File: config.mk
export PLATFORM = sky130hd
export DESIGN_NAME = vec_chunk_fifo
export DESIGN_NICKNAME = d
export VERILOG_FILES = /design/src/rtl/vec_chunk_fifo.sv
export SDC_FILE = /design/constraint.sdc
export NUM_CORES = 1
export LEC_CHECK = 0
export ABC_CLOCK_PERIOD_IN_PS = 4600
export CORE_ASPECT_RATIO = 1.2
export CORE_MARGIN = 1
export CORE_UTILIZATION = 58
export CTS_CLUSTER_DIAMETER = 200
export CTS_CLUSTER_SIZE = 24
export DETAILED_ROUTE_END_ITERATION = 16
export GPL_ROUTABILITY_DRIVEN = 0
export PLACE_DENSITY = 0.79
export RECOVER_POWER = 100
export SETUP_SLACK_MARGIN = 0.3
export SLEW_MARGIN = 15
export SYNTH_ARGS = -nofsm -noshare
export SYNTH_HDL_FRONTEND = slang
export SYNTH_SLANG_ARGS = --single-unit
export TNS_END_PERCENT = 30
File: constraint.sdc
create_clock -name clk_in -period 4.6 [get_ports clk_in]
set_input_delay 0.46 -clock clk_in [delete_from_list [all_inputs] [get_ports clk_in]]
set_output_delay 0.46 -clock clk_in [all_outputs]
set_load 0.02 [all_outputs]
File: src/rtl/vec_chunk_fifo.sv
// vec_chunk_fifo
// Chunk-granular FIFO that sits between a vector producer and a vector
// consumer. Vectors of InVecLength signed 8-bit elements travel as
// Cpv = InVecLength/WorkingRegs chunks of WorkingRegs elements each. The
// buffer holds VecDepth whole vectors (Cap = VecDepth*Cpv chunks). The read
// side is first-word-fall-through. vec_ready tells the consumer that at least
// one complete vector is stored.
//
// Chunk packing: element i of a chunk occupies bits [8*i+7 : 8*i].
//
// Ports
//   clk_in      : clock, all logic on rising edge
//   rst_in      : synchronous active-high reset
//   wr_chunk    : push wr_data this cycle (ignored while full)
//   wr_data     : chunk to store (WorkingRegs x 8-bit signed)
//   rd_chunk    : pop head chunk this cycle (ignored while empty)
//   rd_data     : head chunk, zero while empty
//   vec_ready   : at least one complete vector is stored
//   rd_vec_last : head chunk is the last chunk of its vector
//   full        : occupancy == Cap
//   empty       : occupancy == 0
//   overflow    : (VEC_CHUNK_FIFO_ERR_EN only) sticky, a write was rejected
//   underflow   : (VEC_CHUNK_FIFO_ERR_EN only) sticky, a read was ignored
//
// Optional feature macro: VEC_CHUNK_FIFO_ERR_EN
module vec_chunk_fifo #(
   parameter int InVecLength = 16,
   parameter int WorkingRegs = 4,
   parameter int VecDepth    = 2
) (
   input  logic                     clk_in,
   input  logic                     rst_in,
   input  logic                     wr_chunk,
   input  logic [WorkingRegs*8-1:0] wr_data,
   input  logic                     rd_chunk,
   output logic [WorkingRegs*8-1:0] rd_data,
   output logic                     vec_ready,
   output logic                     rd_vec_last,
   output logic                     full,
   output logic                     empty
`ifdef VEC_CHUNK_FIFO_ERR_EN
   ,
   output logic                     overflow,
   output logic                     underflow
`endif
);

   localparam int Cpv     = InVecLength / WorkingRegs;
   localparam int Cap     = VecDepth * Cpv;
   localparam int PtrW    = (Cap > 1) ? $clog2(Cap) : 1;
   localparam int IdxW    = (Cpv > 1) ? $clog2(Cpv) : 1;
   localparam int CntW    = $clog2(Cap + 1);
   localparam int VecCntW = $clog2(VecDepth + 1);

   logic [WorkingRegs*8-1:0] mem_q [Cap];

   logic [PtrW-1:0]    wrPtr_q, wrPtr_d;
   logic [PtrW-1:0]    rdPtr_q, rdPtr_d;
   logic [IdxW-1:0]    wrIdx_q, wrIdx_d;
   logic [IdxW-1:0]    rdIdx_q, rdIdx_d;
   logic [CntW-1:0]    count_q, count_d;
   logic [VecCntW-1:0] vecCount_q, vecCount_d;
   logic               vecReady_q;

   logic wrEn;
   logic rdEn;
   logic vecInc;
   logic vecDec;

   assign full        = (count_q == CntW'(Cap));
   assign empty       = (count_q == '0);
   assign vec_ready   = vecReady_q;
   assign rd_vec_last = (rdIdx_q == IdxW'(Cpv - 1));
   assign rd_data     = empty ? '0 : mem_q[rdPtr_q];

   // Next-state for pointers, chunk indices, occupancy and vector count.
   // Pointers and indices wrap explicitly so Cap and Cpv need not be powers
   // of two. A vector completes when the last chunk of a vector is written
   // and is consumed when its last chunk is popped; both at once cancel.
   always_comb begin
      wrEn       = wr_chunk && !full;
      rdEn       = rd_chunk && !empty;
      wrPtr_d    = wrPtr_q;
      rdPtr_d    = rdPtr_q;
      wrIdx_d    = wrIdx_q;
      rdIdx_d    = rdIdx_q;
      count_d    = count_q;
      vecCount_d = vecCount_q;
      vecInc     = wrEn && (wrIdx_q == IdxW'(Cpv - 1));
      vecDec     = rdEn && (rdIdx_q == IdxW'(Cpv - 1));

      if (wrEn) begin
         wrPtr_d = (wrPtr_q == PtrW'(Cap - 1)) ? '0 : wrPtr_q + PtrW'(1);
         wrIdx_d = (wrIdx_q == IdxW'(Cpv - 1)) ? '0 : wrIdx_q + IdxW'(1);
      end
      if (rdEn) begin
         rdPtr_d = (rdPtr_q == PtrW'(Cap - 1)) ? '0 : rdPtr_q + PtrW'(1);
         rdIdx_d = (rdIdx_q == IdxW'(Cpv - 1)) ? '0 : rdIdx_q + IdxW'(1);
      end

      case ({wrEn, rdEn})
         2'b10:   count_d = count_q + CntW'(1);
         2'b01:   count_d = count_q - CntW'(1);
         default: count_d = count_q;
      endcase

      case ({vecInc, vecDec})
         2'b10:   vecCount_d = vecCount_q + VecCntW'(1);
         2'b01:   vecCount_d = vecCount_q - VecCntW'(1);
         default: vecCount_d = vecCount_q;
      endcase
   end

   // Control state register; reset discards any partial vector.
   always_ff @(posedge clk_in) begin
      if (rst_in) begin
         wrPtr_q    <= '0;
         rdPtr_q    <= '0;
         wrIdx_q    <= '0;
         rdIdx_q    <= '0;
         count_q    <= '0;
         vecCount_q <= '0;
         vecReady_q <= 1'b0;
      end else begin
         wrPtr_q    <= wrPtr_d;
         rdPtr_q    <= rdPtr_d;
         wrIdx_q    <= wrIdx_d;
         rdIdx_q    <= rdIdx_d;
         count_q    <= count_d;
         vecCount_q <= vecCount_d;
         vecReady_q <= (vecCount_d != '0);
      end
   end

   // Data storage needs no reset; empty masks stale contents on rd_data.
   always_ff @(posedge clk_in) begin
      if (!rst_in && wrEn) begin
         mem_q[wrPtr_q] <= wr_data;
      end
   end

`ifdef VEC_CHUNK_FIFO_ERR_EN
   logic overflow_q;
   logic underflow_q;

   assign overflow  = overflow_q;
   assign underflow = underflow_q;

   // Sticky error flags, cleared only by reset.
   always_ff @(posedge clk_in) begin
      if (rst_in) begin
         overflow_q  <= 1'b0;
         underflow_q <= 1'b0;
      end else begin
         if (wr_chunk && full) begin
            overflow_q <= 1'b1;
         end
         if (rd_chunk && empty) begin
            underflow_q <= 1'b1;
         end
      end
   end
`endif

endmodule

==> flow_metrics.env <==
export IMPL_path_max_fanout=33
export IMPL_critPathLaunchType="flop"
export IMPL_synth_top_cell_area_share_pct=72.0
export IMPL_portBuffers=71
export IMPL_synthMostInstantiatedCell="edfxtp_1"
export IMPL_grt_pass1_wl_um=29100
export IMPL_clock_sinks=276
export IMPL_netlist_cell_type_count=31
export IMPL_min_period_over_period_pct=84.6
export IMPL_min_path_type="flop to flop"
export IMPL_antenna_cells=0
export IMPL_clock_path_buffers=3
export IMPL_synth_largest_area_cell="edfxtp_1"
export IMPL_syn_area_per_cell_um2=20.7
export IMPL_syn_nets=562
export IMPL_multi_input_area_um2=2440
export IMPL_core_um2=18100
export IMPL_vias_per_cell=6.05
export IMPL_final_setup_worst_slack_ns=0.708
export IMPL_cts_tree="yes"
export IMPL_critPathRequiredTime_ns=4.14
export IMPL_pre_cts_ws_ns=1.31
export IMPL_num_rows=54
export IMPL_end_kind="output pin"
export IMPL_slew_limit_headroom_pct=-61.9
export IMPL_synth_flop_cell="edfxtp_1"
export IMPL_first_iter_violations=390
export IMPL_routedWlPerCell_um=23.6
export IMPL_vias=4945
export IMPL_ys_ff_latch=276
export IMPL_finalSetupTns_ns=0
export IMPL_fill_cells=1179
export IMPL_hold_buffers=0
export IMPL_power_w=0.00603
export IMPL_max_freq_ghz=0.257
export IMPL_p_int_w=0.00429
export IMPL_pwr_share_comb_pct=28.3
export IMPL_dp_hpwl_um=11400
export IMPL_cts_clk_slew_worst_paths_ns=0.09
export IMPL_synth_common_cells="256 x edfxtp_1, 64 x mux4_2, 44 x nor2_1"
export IMPL_start_util_pct=59.0
export IMPL_die_area_um2=19000
export IMPL_grt_ovfl_total=0
export IMPL_synth_area_top_cells="edfxtp_1 72%, mux4_2 13%, dfxtp_1 3.7%, mux2i_1 3.3%, nor2_1 1.5%"
export IMPL_antenna_found_initial=0
export IMPL_die_w_um=126
export IMPL_grt_usage_pct=20.8
export IMPL_first_pass_iters=5
export IMPL_rsz0062_at_grt="no"
export IMPL_dieHeight_um=151
export IMPL_drv_slew=158
export IMPL_clkLatencyLatePin_ns=0.48
export IMPL_min_period_ns=3.89
export IMPL_power_share_sequential_pct=49.6
export IMPL_seqCellArea_um2=8090
export IMPL_outcome="finished, violations left"
export IMPL_drt_wl_total_um=19300
export IMPL_synth_cells=516
export IMPL_cts_setup_buffers=0
export IMPL_worstMarginPinSlew_ns=2.42
export IMPL_syn2layout_area_growth_pct=12.6
export IMPL_cts_buffers=15
export IMPL_seq_area_frac_synth_pct=75.7
export IMPL_cts_root_buf="clkbuf_16"
export IMPL_min_from="rdIdx_q[1]"
export IMPL_syn_cell_area_um2=10700
export IMPL_post_cts_resized=0
export IMPL_power_switching_w=0.00174
export IMPL_io_pins=72
export IMPL_violations="max-capacitance violations, max-slew violations"
export IMPL_maxCapViolations=7
export IMPL_swShare_pct=28.8
export IMPL_grt_max_degree=39
export IMPL_ys_warn_count=0
export IMPL_p_per_area_nw_per_um2=501
export IMPL_nets=636
export IMPL_clockPowerShare_pct=22.1
export IMPL_hold_viol=0
export IMPL_synth_edf_count=256
export IMPL_p_leak_nw=3.73
export IMPL_skew_ns=0.0145
export IMPL_irDropWorstVdd_mv=0.592
export IMPL_cts_max_level=1
export IMPL_drive_above_1_share_pct=15.9
export IMPL_async_flop_share_pct=0
export IMPL_setup_viol=0
export IMPL_antenna_left=0
export IMPL_grt_pass1_vias=5231
export IMPL_arrival_ns=3.43
export IMPL_r2r_start="count_q[1]"
export IMPL_path_class="flop to output pin"
export IMPL_drc_errors=0
[metal layers]
metal  GRT usage [%]  up-vias  part of all wire, %
li1                -     2226                    -
met1            26.6     2549                   41
met2            36.4      140                   52
met3            3.34       30                  4.9
met4            7.77        0                  1.9
met5               0        -                    0
[registers in the layout (all words and copies together), names as in the netlist, named ones only]
register	flops
rdIdx_q	2
mem_q	256
wrIdx_q	2
vecCount_q	2
wrPtr_q	3
rdPtr_q	3
count_q	4
vec_ready	1
[path summary, 6_finish.rpt]
path | end | slack (ns) | cells past startpoint
worst min register to register | rdIdx_q[1] | 0.47 | 2
worst max register to register | mem_q[3][28] | 0.73 | 5
worst max-delay path | rd_data[1] | 0.71 | 5
worst min-delay path | rdIdx_q[1] | 0.47 | 2
[cell type report]
class | count | area share (%)
Clock buffer | 19 | 3.25
Sequential cell | 276 | 67.3
Inverter | 2 | 0.0624
Multi-Input combinational cell | 212 | 20.3
Tap cell | 224 | 2.33
Clock inverter | 1 | 0.135
Timing Repair Buffer | 83 | 6.62
[worst max-delay path, stage by stage (launching register included)]
cell and delay [ns]:
dfxtp_2 1.11, buf_12 0.36, mux4_2 0.55, mux2i_1 0.25, nor2_1 0.07, clkdlybuf4s50_1 0.57
[stage by stage]
stage | instances | utilization [%] | cell area, um^2 | hold slack, ns
floorplan | 516 | - | 10700 | 0.440
global placement | 797 | 64.7 | 11700 | 0.448
detailed placement | 797 | 64.7 | 11700 | 0.461
CTS | 817 | 66.9 | 12100 | 0.472
global route | 817 | 66.4 | 12000 | 0.504
finish | 817 | 66.4 | 12000 | 0.468
[power groups by stage]
stage | combinational (W) | clock (W) | sequential (W)
floorplan | 0.00122 | 0 | 0.00294
global placement | 0.00174 | 0 | 0.00305
detailed placement | 0.00179 | 0 | 0.00306
CTS | 0.00180 | 0.00136 | 0.00301
global route | 0.00184 | 0.00143 | 0.00302
finish | 0.00171 | 0.00133 | 0.00299
[logic make-up after synthesis]
kind of cell,Yosys count,synth area share [%]
buffers and inverters,28,1.30
XOR/XNOR,5,0.410
AND/OR/NAND/NOR,79,3.47
adder cells (fa/ha/maj),10,1.17
multiplexers,101,17.0
AO/OA/AOI/OAI,17,0.926
flip-flops,276,75.7
[cells in the final DEF (no fill, tap or decap), types with 2 or more instances in the layout]
| cell type | n |
|---|---|
| nand2b_1 | 3 |
| dlygate4sd3_1 | 52 |
| edfxtp_1 | 256 |
| buf_12 | 2 |
| clkbuf_16 | 15 |
| mux2i_1 | 35 |
| mux2_2 | 2 |
| or3_1 | 7 |
| a21oi_1 | 11 |
| nor2_1 | 41 |
| clkbuf_1 | 10 |
| or3b_1 | 2 |
| clkbuf_2 | 3 |
| ha_1 | 10 |
| clkdlybuf4s50_1 | 19 |
| xor2_1 | 4 |
| nand2_1 | 13 |
| nor3_1 | 4 |
| dfxtp_1 | 17 |
| nor2_2 | 3 |
| mux4_2 | 64 |
| inv_1 | 2 |
| dfxtp_2 | 3 |
| o21ai_0 | 2 |
Note: power is estimated with default switching activity, not from simulation.
